==> src/rtl/rr_stream_mux.sv <==
// N-to-1 valid/ready stream multiplexer with round-robin arbitration and packet locking.
// Output beats are registered and tagged with their source channel in y_sel.
module rr_stream_mux #(
   parameter int unsigned WIDTH = 8,
   parameter int unsigned N     = 4,
   parameter int unsigned SEL_W = 2
) (
   input  logic               clk,
   input  logic               rst,
   input  logic [N*WIDTH-1:0] x_data,
   input  logic [N-1:0]       x_valid,
   input  logic [N-1:0]       x_last,
   output logic [N-1:0]       x_ready,
   output logic [WIDTH-1:0]   y_data,
   output logic [SEL_W-1:0]   y_sel,
   output logic               y_last,
   output logic               y_valid,
   input  logic               y_ready
);

   typedef enum logic {
      IDLE   = 1'b0,
      LOCKED = 1'b1
   } state_t;

   state_t             state, state_nxt;
   logic [SEL_W-1:0]   cur, cur_nxt;
   logic [SEL_W-1:0]   ptr, ptr_nxt;

   logic               can_load_c;
   logic               grant_found_c;
   logic [SEL_W-1:0]   grant_c;
   logic [31:0]        idx_c;
   logic [SEL_W-1:0]   sel_c;
   logic [WIDTH-1:0]   beat_c;
   logic               load_c;

   logic [WIDTH-1:0]   y_data_nxt;
   logic [SEL_W-1:0]   y_sel_nxt;
   logic               y_last_nxt;
   logic               y_valid_nxt;

   assign can_load_c = ~y_valid | y_ready;

   // First valid channel after ptr, wrapping modulo N
   always_comb begin
      grant_found_c = 1'b0;
      grant_c       = '0;
      idx_c         = '0;
      for (int unsigned k = 1; k <= N; k++) begin
         idx_c = (32'(ptr) + k) % N;
         if (!grant_found_c && x_valid[idx_c[SEL_W-1:0]]) begin
            grant_found_c = 1'b1;
            grant_c       = idx_c[SEL_W-1:0];
         end
      end
   end

   // A locked packet keeps its channel; otherwise the arbiter picks
   assign sel_c = (state == LOCKED) ? cur : grant_c;

   always_comb begin
      beat_c = '0;
      for (int unsigned i = 0; i < N; i++) begin
         if (SEL_W'(i) == sel_c) beat_c = x_data[i*WIDTH +: WIDTH];
      end
   end

   // Next-state, accept and output-register load logic
   always_comb begin
      state_nxt   = state;
      cur_nxt     = cur;
      ptr_nxt     = ptr;
      x_ready     = '0;
      load_c      = 1'b0;
      y_data_nxt  = y_data;
      y_sel_nxt   = y_sel;
      y_last_nxt  = y_last;
      y_valid_nxt = y_valid & ~y_ready;

      case (state)
         IDLE: begin
            if (can_load_c && grant_found_c) begin
               x_ready[grant_c] = 1'b1;
               load_c           = 1'b1;
               ptr_nxt          = grant_c;
               cur_nxt          = grant_c;
               if (!x_last[grant_c]) state_nxt = LOCKED;
            end
         end
         LOCKED: begin
            x_ready[cur] = can_load_c;
            if (can_load_c && x_valid[cur]) begin
               load_c = 1'b1;
               if (x_last[cur]) state_nxt = IDLE;
            end
         end
         default: state_nxt = IDLE;
      endcase

      if (load_c) begin
         y_data_nxt  = beat_c;
         y_sel_nxt   = sel_c;
         y_last_nxt  = x_last[sel_c];
         y_valid_nxt = 1'b1;
      end

      if (rst) x_ready = '0;
   end

   always_ff @(posedge clk) begin
      if (rst) begin
         state   <= IDLE;
         cur     <= '0;
         ptr     <= SEL_W'(N - 1);
         y_data  <= '0;
         y_sel   <= '0;
         y_last  <= 1'b0;
         y_valid <= 1'b0;
      end else begin
         state   <= state_nxt;
         cur     <= cur_nxt;
         ptr     <= ptr_nxt;
         y_data  <= y_data_nxt;
         y_sel   <= y_sel_nxt;
         y_last  <= y_last_nxt;
         y_valid <= y_valid_nxt;
      end
   end

endmodule

==> config.mk <==
export PLATFORM = sky130hd
export DESIGN_NAME = rr_stream_mux
export DESIGN_NICKNAME = d
export VERILOG_FILES = /design/src/rtl/rr_stream_mux.sv
export SDC_FILE = /design/constraint.sdc
export NUM_CORES = 1
export LEC_CHECK = 0
export CAP_MARGIN = 20
export CORE_ASPECT_RATIO = 1.25
export CORE_MARGIN = 8
export CORE_UTILIZATION = 43
export DETAILED_ROUTE_END_ITERATION = 6
export GPL_ROUTABILITY_DRIVEN = 0
export PLACE_DENSITY = 0.85
export SLEW_MARGIN = 20
export SYNTH_ARGS = -nofsm -noshare
export SYNTH_HDL_FRONTEND = slang
export SYNTH_SLANG_ARGS = --single-unit
==> constraint.sdc <==
create_clock -name clk -period 2.4 [get_ports clk]
set_input_delay 0.36 -clock clk [delete_from_list [all_inputs] [get_ports clk]]
set_output_delay 0.36 -clock clk [all_outputs]
set_load 0.005 [all_outputs]
# Yosys cells after proc, flatten, opt, wreduce, memory -nomap -nowiden
# Index checks and enable logic that the tools add are counted.
# word_totals
register_bits,17
latchBits,0
ram_bits,0
romBits,0
inputBits,43
output_inout_bits,16
word_cells,86
memories,0
# classes
add_sub_neg,4
multipliers,0
n_div,0
order_cmp,9
eq_ne,3
shifts,0
n_mux,45
bitwise_logic,6
reduce_logical,12
# op_table
cell,count
$mux W8,4
$lt A2 B3 Y1 const B,7
$mux W1,21
$bmux W1 S2,8
$mux W2,5
$mux W4,2
$pmux W4 S2,1
$logic_and A1 B1 Y1,7
$add A2 B1 Y2 const B,2
$add A2 B2 Y2 const B,2
$and A4 B4 Y4,1
$demux W1 S2,2
$eq A2 B2 Y1 const A,2
$ge A2 B1 Y1 const B,2
$pmux W1 S2,2
$logic_not A1 Y1,3
$not A1 Y1,3
$eq A1 B2 Y1 const A,1
$logic_not A2 Y1,1
$reduce_and A2 Y1,1
$and A1 B1 Y1,1
$or A1 B1 Y1,1

# Depth between registers and ports, before layout
# Gate-level depths: netlist of the first run.
# logic_depth
word_depth,20
ltp_mapped,9
ltp_nobuf,6

# Least setup slack after synthesis of the first run
# No wires, ideal clock.
# synth_path
path_type,input to output
from,input port x_valid[0]
to,output port x_ready[3]
arrival_time_ns,1.654
required_ns,2.040
setup_slack_ns,0.386
path_stages,7
path_buffers,2
cell_sequence,nor2_2 > o21ai_2 > or3_1 > buf_2 > buf_12 > o32a_1 > nor2_1
# synth_via
elab_chain_len,19
elab_cells_between_ends,31
classes_between,2 x order compare; 21 x mux; 8 x reduce/logical
# synth_rtl
item,line,source
start: declaration,11,"input logic [N-1:0] x_valid,"
$bmux W1 S2,52,if (!grant_found_c && x_valid[idx_c[SEL_W-1:0]]) begin
$mux W1 (not written as such),52,
$mux W1,52,
$logic_not A1 Y1,52,
$logic_and A1 B1 Y1,52,
$mux W1,52,
$logic_not A1 Y1,52,
$logic_and A1 B1 Y1,52,
[... 3 more ...],--,
$mux W2,52,
$lt A2 B3 Y1 (not written as such) / $ge A2 B1 Y1 (equally long branches),84,x_ready[grant_c] = 1'b1;
$logic_and A1 B1 Y1 (not written as such),84,
$mux W1 (not written as such),84,
$demux W1 S2,84,
$mux W4 (*),83,if (can_load_c && grant_found_c) begin
$pmux W4 S2 (*),81,case (state)
$mux W4 (*),108,if (rst) x_ready = '0;
end: declaration,13,"output logic [N-1:0] x_ready,"
# Mark *: on every way between the ends. The rest lies on a longest branch, timed or not. The select of a mux whose other input is x is not followed.

# Final worst setup path of the first run
# layout_path
from,input port x_valid[0]
to,output port x_ready[0]
# The elaborated chain is that of the path after synthesis.

==> impl_metrics.xml, run 1 <==
<?xml version="1.0" encoding="UTF-8"?>
<metrics>
  <group name="run_status">
    <metric name="status" unit="">completed</metric>
  </group>
  <group name="timing">
    <metric name="worst_slew_margin_rel" unit="%">59.8</metric>
    <metric name="fmaxAchievable" unit="MHz">435</metric>
    <metric name="post-route-min-period" unit="ns">2.30</metric>
    <metric name="rsz0062_at_grt" unit="">no</metric>
    <metric name="final.setup_skew" unit="ns">0.00612</metric>
    <metric name="setup_viol" unit="">0</metric>
    <metric name="slew_viol_final" unit="">0</metric>
    <metric name="totalNegativeSetupSlack" unit="ns">0</metric>
    <metric name="min_period_over_period" unit="%">95.9</metric>
    <metric name="worst_pin_slew" unit="ns">0.602</metric>
    <metric name="timing_hold_violations_final" unit="">0</metric>
  </group>
  <group name="floorplanning">
    <metric name="num_rows" unit="">23</metric>
    <metric name="num_io_pins" unit="">59</metric>
    <metric name="initial_utilization" unit="%">44.6</metric>
    <metric name="die_outline_area" unit="mm^2">0.00542</metric>
    <metric name="dieWidth" unit="um">67.5</metric>
    <metric name="core_area" unit="mm^2">0.00319</metric>
    <metric name="chipHeight" unit="um">80.3</metric>
  </group>
  <group name="finish">
    <metric name="antenna_cells" unit="">0</metric>
    <metric name="finish.instance_area" unit="mm^2">0.00218</metric>
    <metric name="area_delta_synth_final" unit="%">53.3</metric>
    <metric name="mostFrequentLayoutCell" unit="">sky130_fd_sc_hd__clkdlybuf4s50_1</metric>
    <metric name="final_cell_mix" unit="">50 x sky130_fd_sc_hd__clkdlybuf4s50_1, 31 x sky130_fd_sc_hd__mux2i_1, 26 x sky130_fd_sc_hd__nor2_1</metric>
    <metric name="layout.nets" unit="">276</metric>
    <metric name="post_route_cells_drive_above_1_share" unit="%">21.1</metric>
    <metric name="layoutNonFillerInstCount" unit="">269</metric>
  </group>
  <group name="clock_network">
    <metric name="cts_buffers" unit="">3</metric>
    <metric name="insertion_delay_to_the_later_sink_of_the_worst_skew_pair" unit="ns">0.25</metric>
    <metric name="tritoncts_clock_tree" unit="">yes</metric>
    <metric name="h-tree-depth" unit="">1</metric>
    <metric name="max-clock-path-buffers" unit="">2</metric>
    <metric name="ctsHoldBuffers" unit="">0</metric>
    <metric name="cts.sinks" unit="">17</metric>
    <metric name="worst_setup_hold_path_clk_slew" unit="ns">0.07</metric>
    <metric name="clock_tree_root_buffer_cell" unit="">sky130_fd_sc_hd__clkbuf_8</metric>
  </group>
  <group name="synthesis">
    <metric name="mappedNetlistNets" unit="">202</metric>
    <metric name="syn_area" unit="mm^2">0.00142</metric>
    <metric name="synth.distinct_cells" unit="">38</metric>
    <metric name="yosys_most_used_dff" unit="">sky130_fd_sc_hd__dfxtp_1</metric>
    <metric name="synth_top_area_share" unit="%">23.9</metric>
    <metric name="yosysTopAreaCell" unit="">sky130_fd_sc_hd__dfxtp_1</metric>
    <metric name="netlist_top_cells_area" unit="">sky130_fd_sc_hd__dfxtp_1 24%, sky130_fd_sc_hd__mux2i_1 22%, sky130_fd_sc_hd__nor2_1 7.4%</metric>
    <metric name="synth_edf_count" unit="">0</metric>
    <metric name="postSynthAreaPerCell" unit="um^2">8.96</metric>
    <metric name="synthCells" unit="">159</metric>
    <metric name="async_flop_share" unit="%">0</metric>
    <metric name="seq_area_frac_synth" unit="%">23.9</metric>
    <metric name="synth-warning-count" unit="">0</metric>
    <metric name="postSynthRegisterBits" unit="">17</metric>
  </group>
  <group name="critical_path">
    <metric name="cp_slowest_stage_delay" unit="ns">0.29</metric>
    <metric name="crit_fanout" unit="">5</metric>
    <metric name="crit_chain" unit="">dlygate4sd2_1, buf_4, nor2b_2, a21oi_1, o221a_2, buf_4, a31oi_1, nor2_1, dlygate4sd2_1</metric>
    <metric name="timing.setup.critical_path_class" unit="">primary input to output port</metric>
    <metric name="timing.critical_path.to_type" unit="">output port</metric>
    <metric name="critical_path.startpoint_type" unit="">primary input</metric>
    <metric name="worst-endpoint-arrival" unit="ns">1.94</metric>
    <metric name="timing.critical_path.slowest_stage_cell" unit="">sky130_fd_sc_hd__o221a_2</metric>
    <metric name="worstPathRequired" unit="ns">2.04</metric>
  </group>
  <group name="drt">
    <metric name="first_iter_violations" unit="">86</metric>
    <metric name="avgRoutedWirePerCell" unit="um">16.0</metric>
    <metric name="drt-vias-per-instance" unit="">5.53</metric>
    <metric name="route.vias.total" unit="">1488</metric>
    <metric name="final_antenna_net_count" unit="">0</metric>
    <metric name="drc_viols" unit="">0</metric>
    <metric name="postRouteWirelength" unit="um">4320</metric>
    <metric name="first_pass_iters" unit="">4</metric>
  </group>
  <group name="run">
    <metric name="cap_violations" unit="">0</metric>
  </group>
  <group name="power">
    <metric name="ir_drop" unit="uV">540</metric>
    <metric name="switching_share" unit="%">38.2</metric>
    <metric name="share_clk_of_total_power" unit="%">12.3</metric>
    <metric name="netSwitchingPower" unit="W">0.000683</metric>
    <metric name="p_int" unit="W">0.00111</metric>
    <metric name="power.density_cell_area" unit="mW/mm^2">819</metric>
    <metric name="pwr-share-seq" unit="%">26.1</metric>
    <metric name="leakage" unit="nW">0.894</metric>
    <metric name="p_comb_share" unit="%">61.6</metric>
  </group>
  <group name="global_route">
    <metric name="grt_overflow" unit="">0</metric>
    <metric name="pin_count_of_the_biggest_net_entering_global_routing" unit="">14</metric>
    <metric name="first_global_vias" unit="">1579</metric>
    <metric name="globalRouteTotalUtil" unit="%">16.1</metric>
    <metric name="grt_first_pass_wirelength" unit="um">7000</metric>
    <metric name="number_of_antenna_violations_at_the_first_check_in_global_routing" unit="">0</metric>
  </group>
  <group name="placed_design">
    <metric name="post-dp-hpwl" unit="um">3400</metric>
    <metric name="number_of_cells_after_detailed_placement" unit="">264</metric>
    <metric name="place.port_buffers" unit="">58</metric>
    <metric name="placement.cell_area" unit="mm^2">0.00211</metric>
  </group>
  <group name="min_path">
    <metric name="hold_crit_path_type" unit="">flop to flop</metric>
  </group>
</metrics>
-- area by class of cell --
class	count	area [um^2]
sequential	17	340
tap	37	46.3
clock inverter	1	5.00
fill	265	1010
timing repair buffer	82	772
inverter	2	7.51
multi-input combinational	127	971
clock buffer	3	41.3
-- critical path, delay by kind of cell --
kind | cells | cell delay (ns)
AND/OR/NAND/NOR | 2 | 0.18
AO/OA/AOI/OAI | 3 | 0.52
buffers and inverters | 4 | 0.88
-- per-layer routing --
layer | track usage (%) | wire length [um]
met4 | 5.03 | 35
met5 | 0 | 0
met3 | 4.59 | 306
met1 | 18.1 | 1740
met2 | 27.9 | 2240
-- power groups by stage --
stage / Sequential, W / Combinational (W) / Clock (W)
4_1_cts: 0.000466 / 0.00110 / 0.000222
3_5_place_dp: 0.000469 / 0.00108 / 0
6_report: 0.000466 / 0.00110 / 0.000221
3_3_place_gp: 0.000465 / 0.00106 / 0
2_1_floorplan: 0.000436 / 0.000698 / 0
5_1_grt: 0.000485 / 0.00119 / 0.000234
-- synthesized netlist by cell type (3+ instances only) --
cell type	instances
sky130_fd_sc_hd__nand3b_1	6
sky130_fd_sc_hd__a21oi_1	8
sky130_fd_sc_hd__mux2i_1	31
sky130_fd_sc_hd__dfxtp_1	17
sky130_fd_sc_hd__nor3_1	4
sky130_fd_sc_hd__buf_6	3
sky130_fd_sc_hd__clkbuf_8	4
sky130_fd_sc_hd__nor2_1	28
sky130_fd_sc_hd__o221ai_1	3
sky130_fd_sc_hd__clkbuf_1	3
sky130_fd_sc_hd__nand2_1	9
sky130_fd_sc_hd__o221a_1	6
sky130_fd_sc_hd__nor3_2	6
-- kinds of logic after synthesis --
group	Yosys count	synth area share [%]
DFF	17	23.9
muxes	33	23.5
and+or+nand+nor	63	23.3
buffers and inverters	15	9.67
AOI/OAI and AO/OA	31	19.6
-- metrics by stage --
stage | power (W) | hold WS [ns] | worst slack (ns) | utilization (%)
after floorplan | 0.00113 | 0.450 | 0.386 | -
after global placement | 0.00152 | 0.455 | -0.379 | 65.9
after detailed placement | 0.00155 | 0.459 | -0.381 | 65.9
after CTS | 0.00179 | 0.472 | 0.0250 | 68.3
after global routing | 0.00191 | 0.493 | 0.0358 | 68.4
final | 0.00179 | 0.470 | 0.0989 | 68.4
-- final timing paths --
check	startpoint	to	slack [ns]	cells after the start
hold reg to reg	y_sel[0]	y_sel[0]	0.47	2
setup / recovery	x_valid[0]	x_ready[0]	0.1	9
setup reg to reg	y_valid	y_last	0.33	7
hold / removal	y_sel[0]	y_sel[0]	0.47	2
-- flip-flops by register name, indices dropped and copies added (netlist names) --
signal / count
y_valid: 1
y_sel: 2
y_last: 1
cur: 2
state: 1
ptr: 2
y_data: 8
-- what timing repair did --
| action | 4_1_cts | 5_1_grt |
|---|---|---|
| setup endpoints to repair | 13 | 4 |
| endpoints found under the hold margin | 0 | 0 |
| buffers inserted | 1 | 0 |
| pin swaps | 3 | 0 |
| gates resized for setup | 15 | 1 |
Note: power is estimated with default switching activity, not from simulation.
==> run 2, diff against run 1 <==
- SLEW_MARGIN: 20 -> 25
- TNS_END_PERCENT: unset -> 1
==> results of run 2 <==
Same layout as run 1: the final DEF is identical, and so are final timing and power.
